**config.mk**
```make
export PLATFORM = sky130hd
export DESIGN_NAME = cache_line_fill_flat
export DESIGN_NICKNAME = d
export VERILOG_FILES = /design/src/rtl/cache_line_fill_pkg.sv /design/src/rtl/cache_line_fill_if.sv /design/src/rtl/cache_line_fill.sv /design/src/flat_wrapper.sv
export SDC_FILE = /design/constraint.sdc
export NUM_CORES = 1
export LEC_CHECK = 0
export CAP_MARGIN = 20
export CORE_MARGIN = 2
export CORE_UTILIZATION = 45
export CTS_CLUSTER_SIZE = 10
export DETAILED_ROUTE_END_ITERATION = 6
export PLACE_DENSITY = 0.86
export SLEW_MARGIN = 15
export SYNTH_ARGS = -nofsm -noshare
export SYNTH_HDL_FRONTEND = slang
export SYNTH_SLANG_ARGS = --single-unit
```
**constraint.sdc**
```tcl
create_clock -name clock -period 3.65 [get_ports clock]
set_clock_uncertainty 0.05 [all_clocks]
set_input_delay 0.5475 -clock clock [delete_from_list [all_inputs] [get_ports clock]]
set_output_delay 0.5475 -clock clock [all_outputs]
set_load 0.1 [all_outputs]
```
**src/rtl/cache_line_fill_pkg.sv**
```systemverilog
// Shared definitions for the cache line fill engine: state encoding, line
// geometry and the tag width derived from the physical address width.
package cache_line_fill_pkg;

  localparam int LINE_WORDS  = 4;
  localparam int INDEX_BITS  = 8;
  localparam int OFFSET_BITS = 2;

  typedef enum logic [1:0] {
    ST_IDLE  = 2'd0,
    ST_INVAL = 2'd1,
    ST_FETCH = 2'd2,
    ST_VALID = 2'd3
  } fill_state_t;

  // Tag is everything above the 4 KiB page offset.
  function automatic int tag_width(input int pabits);
    return pabits - 12;
  endfunction

endpackage

```
**src/rtl/cache_line_fill_if.sv**
```systemverilog
// Signal bundle between the fill engine (slave) and its surroundings:
// miss request, memory read port, set write port and pipeline forward.
interface cache_line_fill_if
  import cache_line_fill_pkg::*;
#(
  parameter int PABITS = 36
);
  localparam int TW = tag_width(PABITS);

  logic                   MissReq;
  logic [PABITS-3:0]      MissAddr;
  logic                   Busy;
  logic                   MemReadReq;
  logic [PABITS-3:0]      MemAddr;
  logic                   MemReady;
  logic [31:0]            MemData;
  logic [TW-1:0]          SetTag;
  logic [INDEX_BITS-1:0]  SetIndex;
  logic                   InvalidateLine;
  logic                   ValidateLine;
  logic [INDEX_BITS-1:0]  LineIndex;
  logic [OFFSET_BITS-1:0] LineOffset;
  logic [31:0]            LineIn;
  logic                   FillLine;
  logic [31:0]            CritWord;
  logic                   CritValid;
  logic                   Done;

  modport master (
    output MissReq, MissAddr, MemReady, MemData,
    input  Busy, MemReadReq, MemAddr, SetTag, SetIndex, InvalidateLine,
           ValidateLine, LineIndex, LineOffset, LineIn, FillLine,
           CritWord, CritValid, Done
  );

  modport slave (
    input  MissReq, MissAddr, MemReady, MemData,
    output Busy, MemReadReq, MemAddr, SetTag, SetIndex, InvalidateLine,
           ValidateLine, LineIndex, LineOffset, LineIn, FillLine,
           CritWord, CritValid, Done
  );

endinterface

```
**src/rtl/cache_line_fill.sv**
```systemverilog
// Critical-word-first cache line fill: invalidate the line, fetch four words
// with wrap starting at the missed offset, then validate the line.
module cache_line_fill
  import cache_line_fill_pkg::*;
#(
  parameter int PABITS = 36
) (
  input logic              clock,
  input logic              reset,
  cache_line_fill_if.slave bus
);

  localparam int TW = tag_width(PABITS);

  fill_state_t            state_reg;
  logic [TW-1:0]          tag_reg;
  logic [INDEX_BITS-1:0]  index_reg;
  logic [OFFSET_BITS-1:0] start_reg;
  logic [OFFSET_BITS-1:0] off_reg;
  logic [31:0]            crit_reg;
  logic [PABITS-3:0]      addr_hold_reg;

  logic              fetching;
  logic              accept;
  logic              first_word;
  logic              last_word;
  logic [PABITS-3:0] cur_addr;

  assign fetching   = (state_reg == ST_FETCH);
  assign accept     = fetching && bus.MemReady;
  // Offsets in a fill are all distinct, so position is recovered from the counter alone.
  assign first_word = (off_reg == start_reg);
  assign last_word  = (off_reg == start_reg + OFFSET_BITS'(LINE_WORDS - 1));
  assign cur_addr   = {tag_reg, index_reg, off_reg};

  assign bus.Busy           = (state_reg != ST_IDLE);
  assign bus.MemReadReq     = fetching;
  assign bus.MemAddr        = fetching ? cur_addr : addr_hold_reg;
  assign bus.SetTag         = tag_reg;
  assign bus.SetIndex       = index_reg;
  assign bus.InvalidateLine = (state_reg == ST_INVAL);
  assign bus.ValidateLine   = (state_reg == ST_VALID);
  assign bus.Done           = (state_reg == ST_VALID);
  assign bus.LineIndex      = index_reg;
  assign bus.LineOffset     = off_reg;
  assign bus.LineIn         = bus.MemData;
  assign bus.FillLine       = accept;
  assign bus.CritValid      = accept && first_word;
  assign bus.CritWord       = (accept && first_word) ? bus.MemData : crit_reg;

  always_ff @(posedge clock) begin
    if (reset) begin
      state_reg     <= ST_IDLE;
      tag_reg       <= '0;
      index_reg     <= '0;
      start_reg     <= '0;
      off_reg       <= '0;
      crit_reg      <= '0;
      addr_hold_reg <= '0;
    end else begin
      case (state_reg)
        ST_IDLE: begin
          if (bus.MissReq) begin
            tag_reg   <= bus.MissAddr[PABITS-3 -: TW];
            index_reg <= bus.MissAddr[OFFSET_BITS +: INDEX_BITS];
            start_reg <= bus.MissAddr[OFFSET_BITS-1:0];
            off_reg   <= bus.MissAddr[OFFSET_BITS-1:0];
            state_reg <= ST_INVAL;
          end
        end
        ST_INVAL: state_reg <= ST_FETCH;
        ST_FETCH: begin
          if (bus.MemReady) begin
            off_reg       <= off_reg + 1'b1;
            addr_hold_reg <= cur_addr;
            if (first_word) crit_reg <= bus.MemData;
            if (last_word) state_reg <= ST_VALID;
          end
        end
        ST_VALID: state_reg <= ST_IDLE;
        default:  state_reg <= ST_IDLE;
      endcase
    end
  end

endmodule

```
**src/flat_wrapper.sv**
```systemverilog
// flat-port wrapper written by rule: the top's interface ports become plain ports
module cache_line_fill_flat import cache_line_fill_pkg::*;
#(
  parameter int PABITS = 36
)
  (clock, reset, bus_MissReq, bus_MissAddr, bus_MemReady, bus_MemData, bus_Busy, bus_MemReadReq, bus_MemAddr, bus_SetTag, bus_SetIndex, bus_InvalidateLine, bus_ValidateLine, bus_LineIndex, bus_LineOffset, bus_LineIn, bus_FillLine, bus_CritWord, bus_CritValid, bus_Done);
  cache_line_fill_if #(.PABITS(PABITS)) bus_i ();
  input logic clock;
  input logic reset;
  input wire logic [$bits(bus_i.MissReq)-1:0] bus_MissReq;
  input wire logic [$bits(bus_i.MissAddr)-1:0] bus_MissAddr;
  input wire logic [$bits(bus_i.MemReady)-1:0] bus_MemReady;
  input wire logic [$bits(bus_i.MemData)-1:0] bus_MemData;
  output wire logic [$bits(bus_i.Busy)-1:0] bus_Busy;
  output wire logic [$bits(bus_i.MemReadReq)-1:0] bus_MemReadReq;
  output wire logic [$bits(bus_i.MemAddr)-1:0] bus_MemAddr;
  output wire logic [$bits(bus_i.SetTag)-1:0] bus_SetTag;
  output wire logic [$bits(bus_i.SetIndex)-1:0] bus_SetIndex;
  output wire logic [$bits(bus_i.InvalidateLine)-1:0] bus_InvalidateLine;
  output wire logic [$bits(bus_i.ValidateLine)-1:0] bus_ValidateLine;
  output wire logic [$bits(bus_i.LineIndex)-1:0] bus_LineIndex;
  output wire logic [$bits(bus_i.LineOffset)-1:0] bus_LineOffset;
  output wire logic [$bits(bus_i.LineIn)-1:0] bus_LineIn;
  output wire logic [$bits(bus_i.FillLine)-1:0] bus_FillLine;
  output wire logic [$bits(bus_i.CritWord)-1:0] bus_CritWord;
  output wire logic [$bits(bus_i.CritValid)-1:0] bus_CritValid;
  output wire logic [$bits(bus_i.Done)-1:0] bus_Done;
  assign bus_i.MissReq = bus_MissReq;
  assign bus_i.MissAddr = bus_MissAddr;
  assign bus_i.MemReady = bus_MemReady;
  assign bus_i.MemData = bus_MemData;
  assign bus_Busy = bus_i.Busy;
  assign bus_MemReadReq = bus_i.MemReadReq;
  assign bus_MemAddr = bus_i.MemAddr;
  assign bus_SetTag = bus_i.SetTag;
  assign bus_SetIndex = bus_i.SetIndex;
  assign bus_InvalidateLine = bus_i.InvalidateLine;
  assign bus_ValidateLine = bus_i.ValidateLine;
  assign bus_LineIndex = bus_i.LineIndex;
  assign bus_LineOffset = bus_i.LineOffset;
  assign bus_LineIn = bus_i.LineIn;
  assign bus_FillLine = bus_i.FillLine;
  assign bus_CritWord = bus_i.CritWord;
  assign bus_CritValid = bus_i.CritValid;
  assign bus_Done = bus_i.Done;
  cache_line_fill #(.PABITS(PABITS)) u_core (.clock(clock), .reset(reset), .bus(bus_i));
endmodule
```
# == After elaboration in Yosys (flattened, before gate mapping) ==
# Index checks and enable logic that the tools add are counted.
# word_totals
ff_bits,104
output_inout_bits,147
# classes
n_addsub,2
n_eq_ne,8
mux,9
n_reduce_logical,10
# op_table
op,n
two-way mux 34 bit,1
two-way mux 32 bit,1
two-way mux 2 bit,5
AND reduction 3 bit,3
one-hot mux 2 bit (4 select lines),1
"!= test 2 bit, second input constant",3
== test 2 bit,2
"== test 2 bit, second input constant",2
one-hot mux 2 bit (2 select lines),1
AND reduction 2 bit,2
nonzero test 2 bit,2
"adder 2 x 1 -> 2 bit, second input constant",1
"adder 2 bit, second input constant",1
"== test 2 x 1 -> 1 bit, second input constant",1
logical AND 1 bit,2
zero test 2 bit,1

# == Longest topological paths before layout ==
# depth
ltp_word,5
mapped_depth,7
ltp_nobuf,6

# == Worst setup path after synthesis ==
# No wires, ideal clock.
# synth_path
path_kind,register to output
startpoint,register u_core.state_reg[0]
endpoint,output bus_MemAddr[0]
arrival_ps,3725
slack_ps,-672
stages_incl_launch_ff,6
n_path_buf,2
path_cell_list,dfxtp_1 > inv_1 > ha_1 > clkbuf_1 > clkbuf_1 > o21ai_0
# synth_between
elab_chain_len,2
# synth_lines
element,line_no,rtl
start: declaration,cache_line_fill.sv:15,fill_state_t state_reg;
start signal: assignment,cache_line_fill.sv:53,state_reg <= ST_IDLE;
start signal: assignment,cache_line_fill.sv:68,state_reg <= ST_INVAL;
start signal: assignment,cache_line_fill.sv:71,ST_INVAL: state_reg <= ST_FETCH;
== test 2 bit,cache_line_fill.sv:29,assign fetching = (state_reg == ST_FETCH);
net bus_MemReadReq,flat_wrapper.sv:15,output wire logic [$bits(bus_i.MemReadReq)-1:0] bus_MemReadReq;
two-way mux 34 bit,cache_line_fill.sv:38,assign bus.MemAddr = fetching ? cur_addr : addr_hold_reg;
end: declaration,flat_wrapper.sv:16,output wire logic [$bits(bus_i.MemAddr)-1:0] bus_MemAddr;
# The timed path passes the listed nets, and every way through them passes these cells.

# == Worst setup path in the final report ==
# layout_path
startpoint,input bus_MemReady
endpoint,output bus_CritWord[31]
# layout_between
elab_chain_len,3
# layout_lines
element,line_no,rtl
start: declaration,flat_wrapper.sv:12,input wire logic [$bits(bus_i.MemReady)-1:0] bus_MemReady;
logical AND 1 bit,cache_line_fill.sv:30,assign accept = fetching && bus.MemReady;
logical AND 1 bit,cache_line_fill.sv:49,assign bus.CritWord = (accept && first_word) ? bus.MemData : crit_reg;
two-way mux 32 bit,cache_line_fill.sv:49,
end: declaration,flat_wrapper.sv:25,output wire logic [$bits(bus_i.CritWord)-1:0] bus_CritWord;
# Every way passes these cells.

==> impl_metrics.toml <==
[outcome]
status = "finished clean"

[logic_synthesis]
synth_edf_count = 0
synthAdderAreaFrac_pct = 1.06
synth_top_area_cell = "dfxtp_1"
synth_nets = 589
ys_types = 29
synth_mux_area_share_pct = 18.4
syn_inst = 515
synth.avg_cell_area_sq_um = 9.18
yosysTopAreaCellShare_pct = 44.0
synth_compound_area_share_pct = 8.52
syn_area_sq_um = 4730
yosysWarnings = 0
synth-seq-area-share_pct = 44.0
synth_flop_cell = "dfxtp_1"
synth-seq-cells = 104
async_flop_share_pct = 0
synth-xor-area-share_pct = 0.185
synthTopCellsByArea = "dfxtp_1, nand2_1, mux2_4"
synth_top_family_by_area = "multiplexers"
yosys.area_share.simple_pct = 17.8

[layout]
final_cell_mix = "nand2_1, clkdlybuf4s50_1, dfxtp_1"
antenna_cells = 0
largest_register_ff_count = 34
stdcell_area_sq_um = 7100
layout.nets = 750
area_growth_syn_to_layout_pct = 50.2
fin_util_pct = 69.1
drive_gt1_share_pct = 28.6
fin_cells = 817
fill_cells = 771
final_common_cell = "nand2_1"

[timing]
holdWs_ns = 0.416
finalMaxSlewViolations = 0
hold_viol_final = 0
worstMarginPinSlew_ns = 1.02
clock.fmax_ghz = 0.342
finalWorstSetupSlack_ns = 0.728
setup_violations = 0
slew_headroom_pct = 31.6
setup-tns-final_ns = 0
min_period_ns = 2.92
period_share_pct = 80.1
grt_setup_unrepaired = "false"

[placed_design]
post-dp-hpwl_microns = 8970
dp.cells = 801
place_ws_ns = 0.721
portBuffers = 216
place_congestion = 0.791
place_area_sq_um = 6850

[clock_network]
cts_sinks = 104
cts_hold_buf = 0
cts-root-buf = "clkbuf_8"
post_cts_resized = 0
cts_tree = "yes"
clk_pin_slew_ns = 0.09
cts_setup_buffers = 0
htreeDepth = 3
cts_buffers = 9
clk_latency_ns = 0.37
cts_max_path_buffers = 2

[power_and_ir_drop]
power_density_nw_per_um2 = 699
peakVddDrop_uv = 462
power.static_leakage_nw = 2.94
power_mw = 4.96

[die]
die-area_sq_um = 11300
io_pins = 217
die_x_microns = 106
die_h_microns = 106
start_util_pct = 46.0
rows = 37
core_sq_um = 10300

[worst_setup_path]
start_kind = "primary input"
arrival_ns = 2.32
required_ns = 3.05
critPathMaxFanout = 33
slowest_stage = "clkdlybuf4s50_1"
crit_type = "primary input to primary output"
cpPeakStageDelay_ns = 0.48
cpMostUsedCell = "buf_12"
end_kind = "primary output"
path_buf_inv = 3
cp_cell_sequence = "clkdlybuf4s50_1 > nand2_2 > nor4_4 > buf_12 > mux2_2 > buf_12"
crit_family = "buffers and inverters"

[grt]
grt_max_degree = 60
grt_overflow_total = 0
track_usage_pct = 21.9
grt_pass1_wl_microns = 19900
grt_pass1_vias = 4037
antenna_found_initial = 1

[routing]
ant_nets = 0
dr.pass1.iters = 4
drcViolationCount = 0
avgRoutedWirePerCell_microns = 15.4
vias = 4053
drt_wl_total_microns = 12600
dr.first_iter.drc_count = 122
avgViaCountPerCell = 4.96

[worst_hold_path]
hold_class = "register to register"

[flow_run]
cap_viol_max_count = 0
## synthesized netlist by cell type, types with 4 or more instances
| master | instances |
|---|---|
| a21oi_1 | 71 |
| and2b_1 | 29 |
| buf_4 | 41 |
| clkbuf_1 | 26 |
| dfxtp_1 | 104 |
| ha_1 | 4 |
| inv_1 | 5 |
| mux2_2 | 36 |
| mux2_4 | 29 |
| nand2_1 | 138 |
| nand2b_1 | 4 |
| nor2b_1 | 5 |
## power breakdown
| part | switching (mW) | internal (mW) |
|---|---|---|
| logic | 1.99 | 0.758 |
| clock network | 0.395 | 0.478 |
| registers | 0.0980 | 1.25 |
## tightest hold or removal path: cells and delay by family (launching register included)
family	cells	cell delay, ns
simple gates	1	0.05
compound gates	1	0.05
flops	1	0.32
## final timing paths
kind,start,cells past startpoint,slack [ns],end
worst max-delay path,bus_MemReady,6,0.73,bus_CritWord[31]
worst min-delay path,u_core.addr_hold_reg[0],2,0.42,u_core.addr_hold_reg[0]
worst max register to register,u_core.state_reg[0],7,1.55,u_core.crit_reg[1]
worst min register to register,u_core.addr_hold_reg[0],2,0.42,u_core.addr_hold_reg[0]
## logic make-up (layout without fill, tap and decap cells)
family                   after synthesis  after routing
adder cells (fa/ha/maj)                4              4
flip-flops                           104            104
XOR/XNOR                               1              1
AO/OA/AOI/OAI                         78             78
multiplexers                          68             68
buffers and inverters                 78            244
AND/OR/NAND/NOR                      182            182
## routing by layer
layer  track usage [%]  up-vias  part of all wire [%]
li1                  -     1965                     -
met1              24.7     1879                    40
met2              39.4      188                    49
met3              5.95       19                   9.0
met4              7.79        2                   1.7
met5                 0        -                  0.10
## layout make-up
cell class	instances	area [sq um]	area share (%)
inverters	6	22.5	0.317
clock buffers	10	138	1.94
clock inverters	6	113	1.59
flip-flops and latches	104	2080	29.3
repair buffers	222	2400	33.8
multi-input cells	333	2180	30.7
well taps	136	170	2.40
Power figures use the tool's default switching activity.
